`src/rtl/mult_operand_feeder.sv`:
```
// Operand-pair feeder for the block multiplier: 8-deep FIFO plus one output stage, metering BLOCK_LEN issues per block.
// Push-to-EN_mult latency 2 cycles, 1 pair/cycle sustained; in_ready is a flop (fifo_count < DEPTH), independent of RDY_mult.
module mult_operand_feeder #(
  parameter int WIDTH_IN      = 16,
  parameter int FIFO_LOGDEPTH = 3,
  parameter int LOGDEPTH      = 6,
  parameter int BLOCK_LEN     = 64
) (
  input  logic                     clk,
  input  logic                     rst,
  input  logic                     in_valid,
  output logic                     in_ready,
  input  logic [WIDTH_IN-1:0]      in_a,
  input  logic [WIDTH_IN-1:0]      in_b,
  input  logic                     flush,
  input  logic                     block_release,
  output logic                     EN_mult,
  output logic [WIDTH_IN-1:0]      mult_input0,
  output logic [WIDTH_IN-1:0]      mult_input1,
  input  logic                     RDY_mult,
  output logic                     block_done,
  output logic [LOGDEPTH:0]        issue_count,
  output logic [FIFO_LOGDEPTH:0]   fifo_count
);

  localparam int DEPTH     = 1 << FIFO_LOGDEPTH;
  localparam int BLOCK_M1  = BLOCK_LEN - 1;
  localparam logic [LOGDEPTH:0] BLOCK_LAST = BLOCK_M1[LOGDEPTH:0];

  typedef struct packed {
    logic [WIDTH_IN-1:0] a;
    logic [WIDTH_IN-1:0] b;
  } pair_t;

  typedef enum logic {ISSUE = 1'b0, HOLD = 1'b1} state_t;

  state_t                   state_q, state_d;
  pair_t                    mem [DEPTH];
  pair_t                    stage_dat;
  logic                     stage_vld;
  logic [FIFO_LOGDEPTH-1:0] wr_ptr, rd_ptr;
  logic [FIFO_LOGDEPTH:0]   count_q, count_d;
  logic [LOGDEPTH:0]        issue_count_q, issue_count_d;
  logic                     block_done_q, block_done_d;
  logic                     in_ready_q;
  logic                     push, pop, handshake, last_issue, release_now, can_load;

  assign push        = in_valid && in_ready_q && !flush;
  assign handshake   = EN_mult && RDY_mult;
  assign last_issue  = handshake && (issue_count_q == BLOCK_LAST);
  assign release_now = (state_q == HOLD) && block_release;
  // A load is blocked once the pair in flight is the last one of the block.
  assign can_load    = ((state_q == ISSUE) && !last_issue) || release_now;
  assign pop         = !flush && (count_q != '0) && (!stage_vld || handshake) && can_load;

  assign in_ready    = in_ready_q;
  assign EN_mult     = stage_vld && (state_q == ISSUE);
  assign mult_input0 = stage_dat.a;
  assign mult_input1 = stage_dat.b;
  assign block_done  = block_done_q;
  assign issue_count = issue_count_q;
  assign fifo_count  = count_q;

  always_comb begin
    count_d = count_q;
    if (flush)
      count_d = '0;
    else if (push && !pop)
      count_d = count_q + 1'b1;
    else if (!push && pop)
      count_d = count_q - 1'b1;
  end

  always_ff @(posedge clk) begin
    if (push)
      mem[wr_ptr] <= pair_t'({in_a, in_b});
  end

  always_ff @(posedge clk or negedge rst) begin
    if (!rst) begin
      wr_ptr     <= '0;
      rd_ptr     <= '0;
      count_q    <= '0;
      in_ready_q <= 1'b0;
    end else begin
      count_q    <= count_d;
      // count never exceeds DEPTH, so the MSB alone means full.
      in_ready_q <= !count_d[FIFO_LOGDEPTH];
      if (flush) begin
        wr_ptr <= '0;
        rd_ptr <= '0;
      end else begin
        if (push) wr_ptr <= wr_ptr + 1'b1;
        if (pop)  rd_ptr <= rd_ptr + 1'b1;
      end
    end
  end

  always_ff @(posedge clk or negedge rst) begin
    if (!rst) begin
      stage_vld <= 1'b0;
      stage_dat <= '0;
    end else if (flush) begin
      stage_vld <= 1'b0;
    end else if (pop) begin
      stage_vld <= 1'b1;
      stage_dat <= mem[rd_ptr];
    end else if (handshake) begin
      stage_vld <= 1'b0;
    end
  end

  always_comb begin
    state_d       = state_q;
    issue_count_d = issue_count_q;
    block_done_d  = 1'b0;
    if (flush) begin
      state_d       = ISSUE;
      issue_count_d = '0;
    end else begin
      case (state_q)
        ISSUE: begin
          if (handshake)
            issue_count_d = issue_count_q + 1'b1;
          if (last_issue) begin
            state_d      = HOLD;
            block_done_d = 1'b1;
          end
        end
        HOLD: begin
          if (block_release) begin
            state_d       = ISSUE;
            issue_count_d = '0;
          end
        end
        default: state_d = ISSUE;
      endcase
    end
  end

  always_ff @(posedge clk or negedge rst) begin
    if (!rst) begin
      state_q       <= ISSUE;
      issue_count_q <= '0;
      block_done_q  <= 1'b0;
    end else begin
      state_q       <= state_d;
      issue_count_q <= issue_count_d;
      block_done_q  <= block_done_d;
    end
  end

endmodule

```
`config.mk`:
```
export PLATFORM = sky130hd
export DESIGN_NAME = mult_operand_feeder
export DESIGN_NICKNAME = d
export VERILOG_FILES = /design/src/rtl/mult_operand_feeder.sv
export SDC_FILE = /design/constraint.sdc
export NUM_CORES = 1
export LEC_CHECK = 0
export BUFFER_PORTS_ARGS = -buffer_cell sky130_fd_sc_hd__buf_4
export CAP_MARGIN = 20
export CELL_PAD_IN_SITES_DETAIL_PLACEMENT = 0
export CELL_PAD_IN_SITES_GLOBAL_PLACEMENT = 1
export CORE_UTILIZATION = 35
export CTS_BUF_LIST = sky130_fd_sc_hd__clkbuf_16
export CTS_CLUSTER_DIAMETER = 60
export DETAILED_ROUTE_END_ITERATION = 10
export PLACE_DENSITY = 0.62
export SLEW_MARGIN = 20
export SYNTH_ARGS = -nofsm -noshare
export SYNTH_HDL_FRONTEND = slang
export SYNTH_SLANG_ARGS = --single-unit
```
`constraint.sdc`:
```
create_clock -name clk -period 5.1 [get_ports clk]
set_clock_uncertainty 0.15 [all_clocks]
set_input_delay 1.02 -clock clk [delete_from_list [all_inputs] [get_ports clk]]
set_output_delay 1.02 -clock clk [all_outputs]
set_load 0.05 [all_outputs]
```
After elaboration in Yosys (flattened, before gate mapping):

Memories as Yosys holds them, arrays and structs flattened. A register that Yosys moved wholly into a read port is not among the register bits.
Cells that the tools add are included.

* flip-flop bits (word level): 21
* bits in latches: 0
* memory bits (writable): 256
* bits in read-only memories: 0
* bits of input ports: 38
* output and inout bits: 46
* logic and storage cells: 70
* memories: 1

* $add $sub $neg: 5
* $mul: 0
* div/mod/pow operators: 0
* magnitude comparators: 0
* equal/unequal tests: 3
* shift-type cells: 0
* muxes and demuxes: 22
* bitwise operators: 2
* reductions and logical operators: 28

Memory list
* mem: words 8, width 32, rd ports 1, clocked after Yosys merged registers in 1, write ports 1, line 38 `pair_t mem [DEPTH];`

Operator list (number)
* 2-to-1 mux 7 bit: 3
* case mux 7 bit (2 select lines): 1
* logical AND 1 bit: 12
* 2-to-1 mux 3 bit: 4
* 2-to-1 mux 4 bit: 3
* 2-to-1 mux 1 bit: 10
* adder 7 x 1 -> 7 bit (second input constant): 1
* == test 7 x 6 -> 1 bit (second input constant): 1
* zero test 1 bit: 7
* adder 3 x 1 -> 3 bit (second input constant): 2
* inequality test 3 bit (second input constant): 2
* nonzero test 3 bit: 2
* adder 4 x 1 -> 4 bit (second input constant): 1
* AND reduction 2 bit: 2
* nonzero test 2 bit: 2
* nonzero test 4 bit: 1
* subtractor 4 x 1 -> 4 bit (second input constant): 1
* logical OR 1 bit: 2
* NOT 1 bit: 2
* case mux 1 bit (2 select lines): 1

Logic depth before layout (Yosys ltp):

* word-level depth: 13
* mapped depth: 9
* mapped depth without buffers: 7

Worst setup path after synthesis:

Ideal clock, no wire load.

* path kind: in2reg
* start: input port in_valid
* end: memory mem[0][0] (netlist bit) (enable)
* setup time: 0.461 ns
* data arrival time: 3.717 ns
* data required time: 4.489 ns
* setup slack: 0.772 ns
* cell stages on the path: 3
* buffers on the path: 0
* path through: nand2_1 -> or3_1 -> nor3_1

* longest elaborated chain between the ends: 4

Ends and longest elaborated chain
* start: declaration: line 11 `input logic in_valid,`
* logical AND 1 bit (2 in series): line 48 `assign push = in_valid && in_ready_q && !flush;`
* 2-to-1 mux 1 bit: line 75 `if (push)`
* 2-to-1 mux 1 bit (not written as such): line 76 `mem[wr_ptr] <= pair_t'({in_a, in_b});`
* end: declaration: line 38

Every way passes these cells.

Final worst setup path:

* start: register count_q[1] (netlist: fifo_count[1])
* end: register count_q[0] (netlist: fifo_count[0])

* longest elaborated chain between the ends: 8
* elaborated cells between the ends (all ways): 10
* classes of those cells: 2 x mux; 8 x reduce/logical

Ends and longest elaborated chain
* start: declaration: line 42 `logic [FIFO_LOGDEPTH:0] count_q, count_d;`
* start signal: assignment: line 86 `count_q <= count_d;`
* nonzero test 4 bit (*): line 54 `assign pop = !flush && (count_q != '0) && (!stage_vld || handshake) && can_load;`
* logical AND 1 bit (*) (3 in series): line 54
* zero test 1 bit: line 68 `else if (push && !pop)`
* logical AND 1 bit: line 68
* 2-to-1 mux 4 bit: line 68
* 2-to-1 mux 4 bit: line 66 `if (flush)`

Every way passes the cells marked *; elsewhere a longest branch is shown, timed or not.
A chain may end at the register's enable or synchronous reset.

==> flow_summary_export.csv <==
group,metric,value,unit
status,status,"finished, violations left",
status,failing_checks,"DRC",
global_route,first_pass_grt_wire_length,37000,um
clock_network,cts_tree,"built",
setup_path,cp_slowest_cell,"sky130_fd_sc_hd__nand2_2",
power_and_ir_drop,p_sw_frac,0.308,
power_and_ir_drop,seq_power_share,0.443,
floorplan,area_enclosed_by_the_die_boundary,0.0347,mm^2
setup_path,cp_data_arrival_time,2.88,ns
logic_synthesis,yosysWarningCount,0,
clock_network,cts_made_buffers,34,
power_and_ir_drop,switchingPower,0.00222,W
cells_and_area,final_standard_cell_utilization_of_the_core,0.424,
placement,placed_area,0.0131,mm^2
cells_and_area,flow.area_growth_from_synthesis,19.4,%
floorplan,fp-row-count,67,
job,timing.max_cap.violations,0,
logic_synthesis,postSynthAreaPerCell,19.7,um^2
cells_and_area,antenna_cells,0,
sta,part_of_the_cycle_the_worst_path_needs,0.527,
route,drt_iter0_markers,287,
route,detailroute.via_count,5737,
sta,rsz_0062_raised_after_global_routing,"false",
setup_path,critical_path.endpoint_type,"register",
clock_network,longest_clk_path_bufs,3,
sta,whs,0.330,ns
min_path,worst_hold_path_type,"register to register",
route,dr.pass1.iters,8,
setup_path,timing.critical_path.fanout_max,46,
floorplan,initial_core_util,0.355,
logic_synthesis,synth_async_sr_flop_share,0.172,
floorplan,floorplan.io_pins,84,
power_and_ir_drop,cell_internal_pwr,0.00498,W
sta,report.final.slew_viol_count,0,
power_and_ir_drop,fraction_of_power_consumed_by_combinational_cells,0.242,
clock_network,path_clk_slew,0.05,ns
clock_network,cts_hold_buffers,0,
setup_path,reg2reg_depth,8,
logic_synthesis,yosys_register_bits,309,
route,detail_route.vias_per_cell,4.87,
placement,gp_congestion,0.712,
clock_network,root_buffer,"sky130_fd_sc_hd__clkbuf_16",
route,route.detailed.wl_per_inst,20.2,um
setup_path,path_cells,"inv_1 -> ha_1 -> nor3b_1 -> nor3_1 -> nand2_2 -> buf_4 -> nand3_1 -> o21ai_0",
global_route,track_usage,0.144,
setup_path,path_class,"register to register",
cells_and_area,final_area,0.0142,mm^2
min_path,min_delay_path_depth,2,
clock_network,cts_setup_buffers,0,
logic_synthesis,syn-instance-count,603,
route,remaining_drc_errors,2,
clock_network,post_cts_resize_count,0,
power_and_ir_drop,worst_ir_drop_vdd,0.246,mV
sta,worstMarginPinSlew,1.05,ns
setup_path,worstSetupStartpointType,"register",
logic_synthesis,ys_seq_area_frac,0.759,
logic_synthesis,synth-main-ff-cell,"sky130_fd_sc_hd__edfxtp_1",
cells_and_area,fraction_of_layout_instances_using_a_drive_strength_above_1,0.301,
clock_network,worst_skew_pair.late_latency,0.50,ns
power_and_ir_drop,powerDensity,508,mW/mm^2
sta,max-slew-margin-rel,0.303,
route,ant_nets,0,
placement,post-dp-hpwl,13800,um
global_route,grt_start_max_net_pins,67,
placement,portBuffers,83,
sta,timing_hold_violations_final,0,
floorplan,die_height,186,um
sta,final.min_clock_period,2.69,ns
logic_synthesis,count_of_different_cell_masters_after_synthesis,42,
sta,timing.final.setup_violations,0,
setup_path,max_stage_delay,0.46,ns
floorplan,die_x,186,um
logic_synthesis,number_of_synthesized_flops_with_an_enable_pin,256,
clock_network,cts.sinks,309,
logic_synthesis,synth.net_count,646,
clock_network,cts_max_level,2,
power_and_ir_drop,p_clk_frac,0.315,
global_route,grt_antenna_before_repair,0,
global_route,grt_overflow_total,0,
sta,fin_tns_setup,0,ns
cells_and_area,nNetsFinal,748,
logic_synthesis,synthesis.area,0.0119,mm^2
global_route,first_global_vias,6307,
setup_path,crit_required,5.30,ns
power_and_ir_drop,leakagePower,4.80,nW
floorplan,coreArea,0.0334,mm^2
sta,maximum_frequency_from_static_timing_analysis,372,MHz
route,route.final.wire_length,23800,um
cells in the mapped netlist (2+ instances only):
master / n / area share
sky130_fd_sc_hd__nor2_1: 18 / 0.0057
sky130_fd_sc_hd__nand4_1: 3 / 0.0016
sky130_fd_sc_hd__buf_1: 3 / 0.00095
sky130_fd_sc_hd__buf_6: 2 / 0.0019
sky130_fd_sc_hd__edfxtp_1: 256 / 0.65
sky130_fd_sc_hd__nor3_1: 4 / 0.0017
sky130_fd_sc_hd__mux4_2: 64 / 0.12
sky130_fd_sc_hd__mux2i_1: 34 / 0.029
sky130_fd_sc_hd__or3_1: 5 / 0.0026
sky130_fd_sc_hd__nand3_1: 4 / 0.0017
sky130_fd_sc_hd__a21oi_1: 9 / 0.0038
sky130_fd_sc_hd__a211oi_1: 3 / 0.0019
sky130_fd_sc_hd__o21ai_0: 36 / 0.015
sky130_fd_sc_hd__nand2_1: 49 / 0.015
sky130_fd_sc_hd__clkbuf_1: 8 / 0.0025
sky130_fd_sc_hd__xnor2_1: 2 / 0.0015
sky130_fd_sc_hd__nor3b_1: 2 / 0.0013
sky130_fd_sc_hd__buf_2: 8 / 0.0034
sky130_fd_sc_hd__buf_4: 6 / 0.0038
sky130_fd_sc_hd__xor2_1: 4 / 0.0029
sky130_fd_sc_hd__ha_1: 5 / 0.0053
sky130_fd_sc_hd__dfrtp_1: 53 / 0.11
sky130_fd_sc_hd__nand2b_1: 3 / 0.0016
sky130_fd_sc_hd__inv_1: 4 / 0.0013
placed cells by master (no fill, tap or decap), drive strengths merged, types with 2 or more instances in the layout:
cell type | synthesis | routed
clkbuf | 9 | 35
nor3 | 5 | 5
nand3 | 4 | 4
nand4 | 3 | 3
or3 | 5 | 5
edfxtp | 256 | 256
nand2b | 4 | 4
dfrtp | 53 | 53
a211oi | 3 | 3
mux2i | 34 | 34
nand2 | 49 | 49
inv | 4 | 14
bufinv | 0 | 2
nor2 | 19 | 19
xnor2 | 2 | 2
a21oi | 9 | 9
xor2 | 4 | 4
buf | 19 | 94
nor3b | 2 | 2
ha | 5 | 5
o21ai | 36 | 36
mux4 | 64 | 64
clkinv | 0 | 14
final timing paths:
path	start	endpoint	slack, ns
worst min register to register	mult_input0[4]	mult_input0[4]	0.33
worst max-delay path	fifo_count[1]	fifo_count[0]	2.41
min in group asynchronous	rst	mult_input0[9]	0.46
max in group asynchronous	rst	rd_ptr[0]	3.75
worst min-delay path	mult_input0[4]	mult_input0[4]	0.33
worst max register to register	fifo_count[1]	fifo_count[0]	2.41
metrics by stage:
stage,instances,power [W],worst slack [ns]
after floorplan,603,0.00448,0.772
after global placement,1111,0.00500,1.82
after detailed placement,1113,0.00504,1.83
after CTS,1174,0.00732,2.34
after global routing,1178,0.00754,2.15
final,1178,0.00720,2.41
logic make-up after synthesis:
group | after synthesis | synth area share
compound gates | 53 | 0.0267
flops | 309 | 0.759
xor+xnor | 6 | 0.00442
mux | 99 | 0.151
simple gates | 99 | 0.0396
buf+inv | 32 | 0.0142
fa+ha+maj | 5 | 0.00527
power groups by stage:
| stage | sequential, W | combinational [W] | clock (W) |
|---|---|---|---|
| 6_report | 0.00319 | 0.00175 | 0.00227 |
| 5_1_grt | 0.00324 | 0.00188 | 0.00242 |
| 4_1_cts | 0.00321 | 0.00178 | 0.00233 |
| 3_5_place_dp | 0.00326 | 0.00178 | 0 |
| 3_3_place_gp | 0.00325 | 0.00175 | 0 |
| 2_1_floorplan | 0.00359 | 0.000894 | 0 |
worst max-delay path: cells and delay by family, from the launching register on:
family          cells  cell delay (ns)
simple gates        4             1.06
fa+ha+maj           1             0.22
flops               1             0.43
compound gates      1             0.08
buf+inv             2             0.59
layout make-up:
type,count,area [um^2]
tap,448,561
fill,2911,19300
timing repair buffer,94,796
clock inverter,26,161
inverter,4,15.0
multi-input combinational,262,2750
clock buffer,35,876
sequential,309,9020
state kept, by name, summed over array words and instances, names as in the netlist:
name         flops
block_done       1
fifo_count       4
in_ready         1
issue_count      7
mem            256
mult_input0     16
mult_input1     16
rd_ptr           3
stage_vld        1
state_q          1
wr_ptr           3
metal layers:
metal / vias to the layer above / track usage / share of wire
li1: 2608 / - / -
met1: 2965 / 0.198 / 0.45
met2: 132 / 0.239 / 0.48
met3: 32 / 0.0241 / 0.050
met5: - / 0 / 0
met4: 0 / 0.0374 / 0.016
Note: power is estimated with default switching activity, not from simulation.
